--- src/rtl/trace_buffer.sv ---
// Instruction-trace capture unit: records retired instructions into a circular buffer,
// freezes a programmable number of entries after a PC-match or forced trigger, reads back oldest-first.
module trace_buffer #(
  parameter int XLEN      = 32,
  parameter int DEPTH     = 16,
  parameter int POST_TRIG = 4
) (
  input  logic                       clk,
  input  logic                       reset,
  input  logic                       i_arm,
  input  logic                       i_abort,
  input  logic                       i_force_trig,
  input  logic [XLEN-1:0]            i_trig_pc,
  input  logic                       i_valid,
  input  logic [XLEN-1:0]            i_pc,
  input  logic [31:0]                i_instr,
  input  logic [4:0]                 i_rd,
  input  logic                       i_reg_write,
  input  logic [XLEN-1:0]            i_wdata,
  input  logic                       i_rd_req,
  input  logic [$clog2(DEPTH)-1:0]   i_rd_idx,
  output logic                       o_rd_valid,
  output logic                       o_rd_err,
  output logic [XLEN-1:0]            o_rd_pc,
  output logic [31:0]                o_rd_instr,
  output logic [4:0]                 o_rd_rd,
  output logic                       o_rd_we,
  output logic [XLEN-1:0]            o_rd_wdata,
  output logic [1:0]                 o_state,
  output logic [$clog2(DEPTH):0]     o_count,
  output logic [$clog2(DEPTH)-1:0]   o_trig_pos
);

  localparam int AW = $clog2(DEPTH);
  localparam int CW = AW + 1;
  localparam logic [CW-1:0] DEPTH_C     = CW'(DEPTH);
  localparam logic [CW-1:0] POST_TRIG_C = CW'(POST_TRIG);

  typedef enum logic [1:0] {
    ST_IDLE  = 2'd0,
    ST_ARMED = 2'd1,
    ST_POST  = 2'd2,
    ST_DONE  = 2'd3
  } state_t;

  typedef struct packed {
    logic [XLEN-1:0] pc;
    logic [31:0]     instr;
    logic [4:0]      rd;
    logic            we;
    logic [XLEN-1:0] wdata;
  } entry_t;

  state_t          r_state;
  logic [AW-1:0]   r_wr_ptr;
  logic [CW-1:0]   r_count;
  logic [CW-1:0]   r_post_cnt;
  logic [AW-1:0]   r_trig_slot;

  entry_t          r_mem [DEPTH];
  entry_t          r_rd_data;
  logic            r_rd_valid;
  logic            r_rd_err;

  entry_t          w_entry;
  logic            w_capture;
  logic            w_trig;
  logic [AW-1:0]   w_oldest;
  logic [AW-1:0]   w_rd_addr;
  logic            w_rd_err;
  logic            w_rd_ok;
  logic [CW-1:0]   w_post_next;

  assign w_entry = '{pc: i_pc, instr: i_instr, rd: i_rd, we: i_reg_write, wdata: i_wdata};

  // abort and arm both pre-empt the capture of the same cycle's entry
  assign w_capture = !reset && !i_abort && !i_arm && i_valid &&
                     (r_state == ST_ARMED || r_state == ST_POST);
  assign w_trig    = (r_state == ST_ARMED) && i_valid &&
                     ((i_pc == i_trig_pc) || i_force_trig);

  assign w_oldest    = (r_count == DEPTH_C) ? r_wr_ptr : '0;
  assign w_rd_addr   = w_oldest + i_rd_idx;
  assign w_rd_err    = (r_state != ST_DONE) || ({1'b0, i_rd_idx} >= r_count);
  assign w_post_next = r_post_cnt + CW'(1);

  always_ff @(posedge clk) begin
    if (reset) begin
      r_state     <= ST_IDLE;
      r_wr_ptr    <= '0;
      r_count     <= '0;
      r_post_cnt  <= '0;
      r_trig_slot <= '0;
    end else if (i_abort) begin
      r_state <= ST_IDLE;
    end else if (i_arm) begin
      r_state    <= ST_ARMED;
      r_wr_ptr   <= '0;
      r_count    <= '0;
      r_post_cnt <= '0;
    end else begin
      if (w_capture) begin
        r_wr_ptr <= r_wr_ptr + AW'(1);
        if (r_count != DEPTH_C) begin
          r_count <= r_count + CW'(1);
        end
      end
      case (r_state)
        ST_ARMED: begin
          if (w_trig) begin
            r_trig_slot <= r_wr_ptr;
            r_state     <= (POST_TRIG == 0) ? ST_DONE : ST_POST;
          end
        end
        ST_POST: begin
          if (i_valid) begin
            r_post_cnt <= w_post_next;
            if (w_post_next == POST_TRIG_C) begin
              r_state <= ST_DONE;
            end
          end
        end
        default: begin
        end
      endcase
    end
  end

  // Storage has no reset so it maps onto block RAM
  always_ff @(posedge clk) begin
    if (w_capture) begin
      r_mem[r_wr_ptr] <= w_entry;
    end
  end

  always_ff @(posedge clk) begin
    r_rd_data <= r_mem[w_rd_addr];
  end

  always_ff @(posedge clk) begin
    if (reset) begin
      r_rd_valid <= 1'b0;
      r_rd_err   <= 1'b0;
    end else begin
      r_rd_valid <= i_rd_req;
      r_rd_err   <= i_rd_req && w_rd_err;
    end
  end

  // Data fields are forced to zero unless a good response is being presented
  assign w_rd_ok    = r_rd_valid && !r_rd_err;
  assign o_rd_valid = r_rd_valid;
  assign o_rd_err   = r_rd_err;
  assign o_rd_pc    = w_rd_ok ? r_rd_data.pc    : '0;
  assign o_rd_instr = w_rd_ok ? r_rd_data.instr : '0;
  assign o_rd_rd    = w_rd_ok ? r_rd_data.rd    : '0;
  assign o_rd_we    = w_rd_ok ? r_rd_data.we    : 1'b0;
  assign o_rd_wdata = w_rd_ok ? r_rd_data.wdata : '0;

  assign o_state    = r_state;
  assign o_count    = r_count;
  assign o_trig_pos = r_trig_slot - w_oldest;

endmodule
--- config.mk ---
export PLATFORM = sky130hd
export DESIGN_NAME = trace_buffer
export DESIGN_NICKNAME = d
export VERILOG_FILES = /design/src/rtl/trace_buffer.sv
export SDC_FILE = /design/constraint.sdc
export NUM_CORES = 1
export LEC_CHECK = 0
export ABC_AREA = 1
export CAP_MARGIN = 10
export CORE_MARGIN = 2
export CORE_UTILIZATION = 52
export CTS_BUF_LIST = sky130_fd_sc_hd__clkbuf_2 sky130_fd_sc_hd__clkbuf_4 sky130_fd_sc_hd__clkbuf_8
export CTS_CLUSTER_SIZE = 20
export DETAILED_ROUTE_END_ITERATION = 16
export DONT_BUFFER_PORTS = 1
export MAX_ROUTING_LAYER = met4
export PLACE_DENSITY = 0.76
export SKIP_CTS_REPAIR_TIMING = 1
export SYNTH_ARGS = -nofsm -noshare
export SYNTH_HDL_FRONTEND = slang
export SYNTH_SLANG_ARGS = --single-unit
--- constraint.sdc ---
create_clock -name clk -period 7.55 [get_ports clk]
set_clock_uncertainty 0.15 [all_clocks]
set_input_delay 2.265 -clock clk [delete_from_list [all_inputs] [get_ports clk]]
set_output_delay 2.265 -clock clk [all_outputs]
set_load 0.01 [all_outputs]
; Yosys cells after proc, flatten, opt, wreduce, memory -nomap -nowiden
; Memories as Yosys holds them, arrays and structs flattened. A register that Yosys moved wholly into a read port is not among the register bits.
; Index checks and enable logic that the tools add are counted.
[totals]
reg_bits = 22
ram_bits = 1632
inputBits = 145
mem_count = 1
[mem_list]
columns = name, depth, word_bits, read_ports, rd_ports_with_merged_regs, wr, line_no
row1 = r_mem, 16, 102, 1, 1, 1, 60  ; entry_t r_mem [DEPTH];
[classes]
addsub = 5
magnitude_cmp = 1
eq_ne = 13
n_mux = 21
bitwise_logic = 2
reduce_logical = 29
[ops]
columns = cell, n
row1 = $mux 32, 3
row2 = $mux 5, 7
row3 = $eq 32x32->1, 1
row4 = $mux 4, 3
row5 = $reduce_and 4->1, 3
row6 = $add 5x1->5 const B, 2
row7 = $reduce_bool 2->1, 5
row8 = $logic_and 1x1->1, 8
row9 = $mux 2, 3
row10 = $ne 2x2->1 const B, 3
row11 = $ne 3x3->1 const B, 2
row12 = $reduce_and 3->1, 2
row13 = $eq 5x3->1 const B, 1
row14 = $eq 5x5->1 const B, 1
row15 = $ge 4x5->1, 1
row16 = $ne 5x5->1 const B, 1
row17 = $add 4x1->4 const B, 1
row18 = $add 4x4->4, 1
row19 = $logic_not 1->1, 4
row20 = $mux 1, 4
row21 = $pmux 2 s2, 1
row22 = $sub 4x4->4, 1
row23 = $logic_or 1x1->1, 3
row24 = $ne 3x2->1 const B, 1
row25 = other kinds (8), 9

; Logic depth before layout (Yosys ltp)
; Gate-level depths: netlist of run 1.
[logic_depth]
depth_word = 7
mapped_depth = 15
ltp_nobuf = 15

; Worst setup path after synthesis of run 1
; OpenSTA, ideal clock, no wires.
[synth_timing]
kind = in2reg
start = input reset
end = memory r_mem[0][0] (netlist bit) (enable)
setup_ns = 0.564
arrival_ns = 7.165
required_time_ns = 6.836
path_slack_ns = -0.329
path_stages = 6
path_buffers = 1
cell_sequence = buf_2 -> nor2_1 -> nand3_1 -> inv_1 -> nand2_1 -> nor2_1
[synth_between]
elab_chain_len = 7
[synth_lines]
columns = element, line_no
row1 = "start, declared", 9  ; input logic reset,
row2 = $logic_not 1->1, 77  ; assign w_capture = !reset && !i_abort && !i_arm && i_valid &&
row3 = $logic_and 1x1->1 (4 in series), 77
row4 = $mux 1, 131  ; if (w_capture) begin
row5 = $mux 1 (implied by the code), 132  ; r_mem[r_wr_ptr] <= w_entry;
row6 = "end, declared", 60
; No other way between the ends.

; Worst setup path in the final report of run 1
[layout_timing]
start = register r_count[0] (netlist: o_count[0])
end = output o_trig_pos[3]
[layout_between]
elab_chain_len = 3
[layout_lines]
columns = element, line_no
row1 = "start, declared", 56  ; logic [CW-1:0] r_count;
row2 = "start signal, assigned", 105  ; r_count <= r_count + CW'(1);
row3 = $eq 5x5->1, 82  ; assign w_oldest = (r_count == DEPTH_C) ? r_wr_ptr : '0;
row4 = $mux 4, 82
row5 = $sub 4x4->4, 162  ; assign o_trig_pos = r_trig_slot - w_oldest;
row6 = "end, declared", 31  ; output logic [$clog2(DEPTH)-1:0] o_trig_pos
; No other way between the ends.

==> results of run 1 <==
## placed cells by master, fill, tap and decap left out, drive strengths merged, types with 64 or more instances in the layout
master  count
buf        69
clkbuf    417
nor2      147
dfxtp     124
inv       571
clkinv     64
a31oi     102
a21oi     531
o211ai    204
edfxtp   1632
mux2i     408
nand2     289
o21ai     623
## cells in the mapped netlist (all sizes together) (3+ instances only)
cell / n
inv: 566
mux2i: 408
o21ai: 623
a21oi: 531
nand3: 6
xnor2: 29
xor2: 4
nor3: 3
dfxtp: 124
clkbuf: 174
o211ai: 204
a31oi: 102
nor2: 147
buf: 130
ha: 20
edfxtp: 1632
nand2: 289
## logic make-up (layout without fill, tap and decap cells)
kind of cell / count (synthesis) / count (layout)
DFF: 1756 / 1756
and+or+nand+nor: 449 / 449
other: 0 / 3
xor gates and xnor gates: 33 / 33
adders and majority gates: 22 / 22
muxes: 408 / 408
AOI/OAI and AO/OA: 1465 / 1465
buffers and inverters: 870 / 1129
## routing by layer
layer / wire length, um / track usage
met5: 0 / -
met4: 3610 / 0.0729
met3: 11700 / 0.0497
met2: 80100 / 0.396
met1: 64900 / 0.296
## report_power, final
| group | internal (mW) | switching (mW) |
|---|---|---|
| clock network | 4.44 | 3.56 |
| registers | 10.7 | 0.0363 |
| logic | 0.259 | 0.513 |
## worst reg2reg max path, cell delays in order, from the launching register on
cell      delay, ns
dfxtp_1        0.47
inv_1          0.12
ha_1           0.22
nand4_2        0.16
nor2_1         0.12
ha_4           0.18
fa_4           0.94
buf_4          0.50
buf_4          0.81
a21oi_1        0.13
o21ai_0        0.12
o211ai_1       0.12
a21oi_1        0.19
a31oi_1        0.07
## through the flow
step,cells,total power [mW],hold slack (ns)
2_1_floorplan,5003,11.5,0.278
3_3_place_gp,6536,11.7,0.295
3_5_place_dp,6536,11.7,0.299
4_1_cts,7030,19.7,0.307
5_1_grt,7033,20.1,0.318
6_report,7033,19.5,0.307
## worst paths after layout
path	startpoint	to	slack (ns)	cells past startpoint
max reg2reg	o_count[0]$_SDFFE_PP0P_	r_rd_data[60]$_DFF_P_	3.08	13
max	o_count[0]$_SDFFE_PP0P_	o_trig_pos[3]	2.13	9
min reg2reg	r_post_cnt[3]$_SDFFE_PP0P_	r_post_cnt[3]$_SDFFE_PP0P_	0.31	2
min	r_post_cnt[3]$_SDFFE_PP0P_	r_post_cnt[3]$_SDFFE_PP0P_	0.31	2
## cell type report
class / instances / area (um2) / share of cell area
Clock inverter: 77 / 478 / 0.00622
Inverter: 566 / 2140 / 0.0278
Multi-Input combinational cell: 2377 / 14600 / 0.190
Antenna cell: 3 / 7.51 / 0.0000976
Clock buffer: 417 / 5040 / 0.0656
Timing Repair Buffer: 69 / 943 / 0.0123
Tap cell: 1768 / 2210 / 0.0288
Sequential cell: 1756 / 51500 / 0.670
## flip-flops by register name (all words and copies together), names as in the netlist
register and cells:
r_trig_slot 4, o_rd_err 1, r_post_cnt 5, r_mem 1632
r_rd_data 102, o_state 2, o_rd_valid 1, o_count 5
r_wr_ptr 4
==> metrics.md, run 1 <==
| Metric | Value |
|---|---|
| Status | `complete, no violations` |
| CP Buf/Inv Count | `2` |
| Slew at the pin closest to its max-slew limit | `1.24 ns` |
| Mean Syn Cell Area | `13.9 um2` |
| Crit path max-delay cell type | `dfxtp_1` |
| Max IR drop VDD | `0.158 mV` |
| DR WL/cell | `22.8 um` |
| Vias in the first global route | `39876` |
| Post-Synth Simple-Gate Area | `0.0248` |
| Synth cell types | `34` |
| Die area | `137000 um2` |
| CTS tree | `yes` |
| Core Util, Final | `0.578` |
| Max-slew headroom | `0.172` |
| Setup TNS Final | `0 ns` |
| Nets | `5226` |
| Clock Path Buffers | `4` |
| Final instance area | `76900 um2` |
| Row cnt | `134` |
| I/O pin count | `260` |
| Top cell type's share of synthesized area | `0.705` |
| Net Count, Synth | `5170` |
| Final WL | `160000 um` |
| Critical Path End Type | `output port` |
| Placed inst area | `71400 um2` |
| First-pass GRT wire length | `238000 um` |
| DP Worst Slack | `1.97 ns` |
| Pwr dens | `254 nW/um2` |
| Max Clk Rate | `184 MHz` |
| Predominant post-synthesis flop cell | `edfxtp_1` |
| Die Wd | `370 um` |
| GRT overflow | `0` |
| Critical path class | `reg -> out` |
| Total of max-cap violations | `0` |
| CP Data Arrival Time | `3.01 ns` |
| Routed vias | `40317` |
| Yosys top cell by area | `edfxtp_1` |
| DR pass1 iterations | `6` |
| Tmin final | `5.42 ns` |
| Post-synthesis sequential area ratio | `0.741` |
| RSZ-0062 raised after global routing | `false` |
| Synth Area in XOR/XNOR | `0.00481` |
| Final Slew Violations | `0` |
| Asr flop ratio synth | `0` |
| 1st-iter DRT viols | `3808` |
| Initial antenna violation count | `1` |
| Startpoint class of the critical path | `flop` |
| Share of cells above drive strength 1 | `0.104` |
| Vias/cell | `5.73` |
| Top delay family on crit path | `simple AND/OR/NAND/NOR gates` |
| Final HPWL DP | `76400 um` |
| CTS H-tree depth | `5` |
| Clock transition at the registers of the reported paths | `0.06 ns` |
| Worst-path fanout max | `5` |
| Post-Synthesis Cell Area | `69500 um2` |
| Setup WS post-layout | `2.13 ns` |
| Top cells by area, synth | `edfxtp_1 71%, mux2i_1 5.9%, o21ai_0 4.5%` |
| Final hold vios | `0` |
| Fillers | `10063` |
| #FFs+latches synth | `1756` |
| DRC | `0` |
| Synth Warn # | `0` |
| Pin count of the biggest net entering global routing | `177` |
| Sink Count | `1756` |
| Mux cell area share after synthesis | `0.0588` |
| Initial Utilization | `0.522` |
| Main combinational cell family by area after synthesis | `compound AO/OA/AOI/OAI gates` |
| Syn Inst Count | `5003` |
| Finish-stage setup viols | `0` |
| Max incr delay on CP | `0.38 ns` |
| Clock Tree Root | `clkbuf_8` |
| Core ar. | `133000 um2` |
| Clock latency on the worst-skew pair | `0.97 ns` |
| Period utilisation layout | `0.718` |
| Synthesis-to-layout area growth | `10.6%` |
| Crit path required time | `5.14 ns` |
| Adder-Cell Fraction of Synth Area | `0.00418` |
| CP Cell Sequence | `inv_1, ha_1, nand4_2, nor2_1, inv_1, ha_1, a21oi_1, o21ai_0, xnor2_1` |
| Post-DRT Antenna Nets | `0` |
| Die height | `370 um` |
| Worst hold path class | `reg -> reg` |
| Leak Pwr | `27.5 nW` |
| Total CTS buffers | `289` |
| Gr usage total | `0.239` |
| Port Buf Inserts | `0` |
| Post-synth EDFFs | `1632` |
| RePlAce Congestion | `0.750` |
| Compound-cell area share of the yosys netlist | `0.115` |
Power figures use the tool's default switching activity.
==> run 2: changes to the inputs <==
PLACE_DENSITY = 0.73   (was 0.76)
clock period = 5.5 ns   (was 7.55 ns; I/O delays follow)
==> run 2 against run 1 <==
  * Non-clock buffer count grew 48
  * Largest power group unchanged
  * Design area grew 1.1%
  * Highest routed layer unchanged
  * First-iteration DRC count grew 4.3%
  * Critical path depth is the same
  * Via count shrank 0.17%
  * Clock power grew 39%
  * Critical path type unchanged
  * Die area is the same
  * Clock-buffer cell count grew 13
  * Largest cell class unchanged
==> metrics.md, run 2 (same netlist as run 1, synthesis figures left out) <==
| Metric | Value |
|---|---|
| Placed Instances | `6584 (+0.73%)` |
| CP Buf/Inv Count | `2 (unchanged)` |
| Crit path max-delay cell type | `dfxtp_1` |
| Pwr dens | `346 nW/um2 (+36%)` |
| Routed vias | `40249 (-0.17%)` |
| Top Registers | `r_mem: 1632 flops, r_rd_data: 102 flops` |
| Setup slack, reg-to-reg | `1.54 ns (-1.54 ns)` |
| Finish-stage setup viols | `0 (unchanged)` |
| Initial antenna violation count | `4 (+3)` |
| Initial Utilization | `0.522 (unchanged)` |
| Die Wd | `370 um (unchanged)` |
| DRC | `0 (unchanged)` |
| Max incr delay on CP | `0.40 ns (+0.02 ns)` |
| Sink Count | `1756 (unchanged)` |
| Final Power | `26.9 mW (+38%)` |
| Die area | `137000 um2 (unchanged)` |
| GRT overflow | `0 (unchanged)` |
| Layout Cells excl Fill | `7089 (+0.80%)` |
| Status | `complete, no violations` |
| Period utilisation layout | `0.903` |
| Gr usage total | `0.239 (about the same)` |
| CP Cell Sequence | `inv_1, ha_1, nand4_2, nor2_1, inv_1, ha_1, nand2_1, o21ai_0, xnor2_1` |
| Worst-path fanout max | `5 (unchanged)` |
| CTS tree | `yes` |
| Pin count of the biggest net entering global routing | `146 (-18%)` |
| Max-slew headroom | `0.346 (+0.174)` |
| Hold Slack | `0.314 ns (+0.00655 ns)` |
| Clock latency on the worst-skew pair | `1.00 ns (+0.03 ns)` |
| CP Data Arrival Time | `3.17 ns (+0.16 ns)` |
| Share of cells above drive strength 1 | `0.114 (+0.0104)` |
| Port Buf Inserts | `0 (unchanged)` |
| Clock Tree Root | `clkbuf_8` |
| I/O pin count | `260 (unchanged)` |
| Most frequent cells in the layout | `1632 x edfxtp_1, 622 x o21ai_0, 561 x inv_1, 531 x a21oi_1, 408 x mux2i_1` |
| Core ar. | `133000 um2 (unchanged)` |
| Post-DRT Antenna Nets | `0 (unchanged)` |
| Tmin final | `4.97 ns` |
| Total CTS buffers | `291 (+0.69%)` |
| Clock Path Buffers | `4 (unchanged)` |
| Crit path required time | `3.70 ns (-1.44 ns)` |
| Max Clk Rate | `201 MHz` |
| Critical Path End Type | `output port` |
| Top reg by flops | `r_mem` |
| Vias in the first global route | `40040 (+0.41%)` |
| Leak Pwr | `27.9 nW (+1.5%)` |
| First-pass GRT wire length | `238000 um (-0.16%)` |
| Most common cell after layout, fill and taps aside | `edfxtp_1` |
| Die height | `370 um (unchanged)` |
| DP Worst Slack | `1.12 ns (-0.854 ns)` |
| Nets | `5276 (+0.96%)` |
| Top delay family on crit path | `simple AND/OR/NAND/NOR gates` |
| RSZ-0062 raised after global routing | `false` |
| CP Launch Point | `o_count[1]$_SDFFE_PP0P_` |
| DR WL/cell | `22.6 um (-0.78%)` |
| Setup WS post-layout | `0.535 ns (-1.59 ns)` |
| Total of max-cap violations | `0 (unchanged)` |
| Reg2reg start | `o_count[1]$_SDFFE_PP0P_` |
| DR pass1 iterations | `5 (-1)` |
| Max IR drop VDD | `0.216 mV (+37%)` |
| RePlAce Congestion | `0.760 (+1.3%)` |
| Largest register FFs | `1632 (unchanged)` |
| Final Slew Violations | `0 (unchanged)` |
| Vias/cell | `5.68 (-0.96%)` |
| Final HPWL DP | `82700 um (+8.2%)` |
| Final WL | `160000 um (about the same)` |
| Clock transition at the registers of the reported paths | `0.05 ns (about the same)` |
| Worst hold path class | `reg -> reg` |
| 1st-iter DRT viols | `3972 (+4.3%)` |
| Critical path class | `reg -> out` |
| Synthesis-to-layout area growth | `11.9%` |
| Slew at the pin closest to its max-slew limit | `0.978 ns (-0.261 ns)` |
| Final hold vios | `0 (unchanged)` |
| Startpoint class of the critical path | `flop` |
| Row cnt | `134 (unchanged)` |
| Hold_sp | `r_trig_slot[2]$_SDFFE_PP0P_` |
| CTS H-tree depth | `5 (unchanged)` |
[run 2: worst min-delay path: stages, from the launching register on]
cell,delay (ns)
dfxtp_1,0.32
inv_1,0.05
a21oi_1,0.05
[run 2: layout make-up]
cell class / count / area, um2
fillers: 10187 / 55400
multi-input cells: 2377 / 14600
diodes: 4 / 10.0
inverters: 566 / 2140
repair buffers: 117 / 1720
flip-flops and latches: 1756 / 51500
clock inverters: 71 / 395
clock buffers: 430 / 5230
well taps: 1768 / 2210
[run 2: final timing paths]
path              cells past startpoint                          end
hold reg to reg                       2  r_trig_slot[2]$_SDFFE_PP0P_
setup reg to reg                     11        r_rd_data[30]$_DFF_P_
setup / recovery                      9                o_trig_pos[3]
hold / removal                        2  r_trig_slot[2]$_SDFFE_PP0P_
[run 2: metrics by stage]
stage / util / setup TNS [ns] / area [um2]
2_1_floorplan: - / -148.68 / 69500
3_3_place_gp: 0.542 / 0 / 72100
3_5_place_dp: 0.542 / 0 / 72100
4_1_cts: 0.584 / 0 / 77800
5_1_grt: 0.584 / 0 / 77800
6_report: 0.584 / 0 / 77800
[run 2: per-layer routing]
metal  up-vias  global-route usage  wire length [um]
met5         -                   -                 0
met4         0              0.0779              3940
met3       294              0.0486             11900
met2      1527               0.393             79600
met1     19943               0.297             65000
li1      18485                   -                 -
[run 2: where the power goes]
group	internal (mW)	switching (mW)
clock	6.20	4.88
sequential	14.7	0.0649
combinational	0.373	0.698
total	21.2	5.64
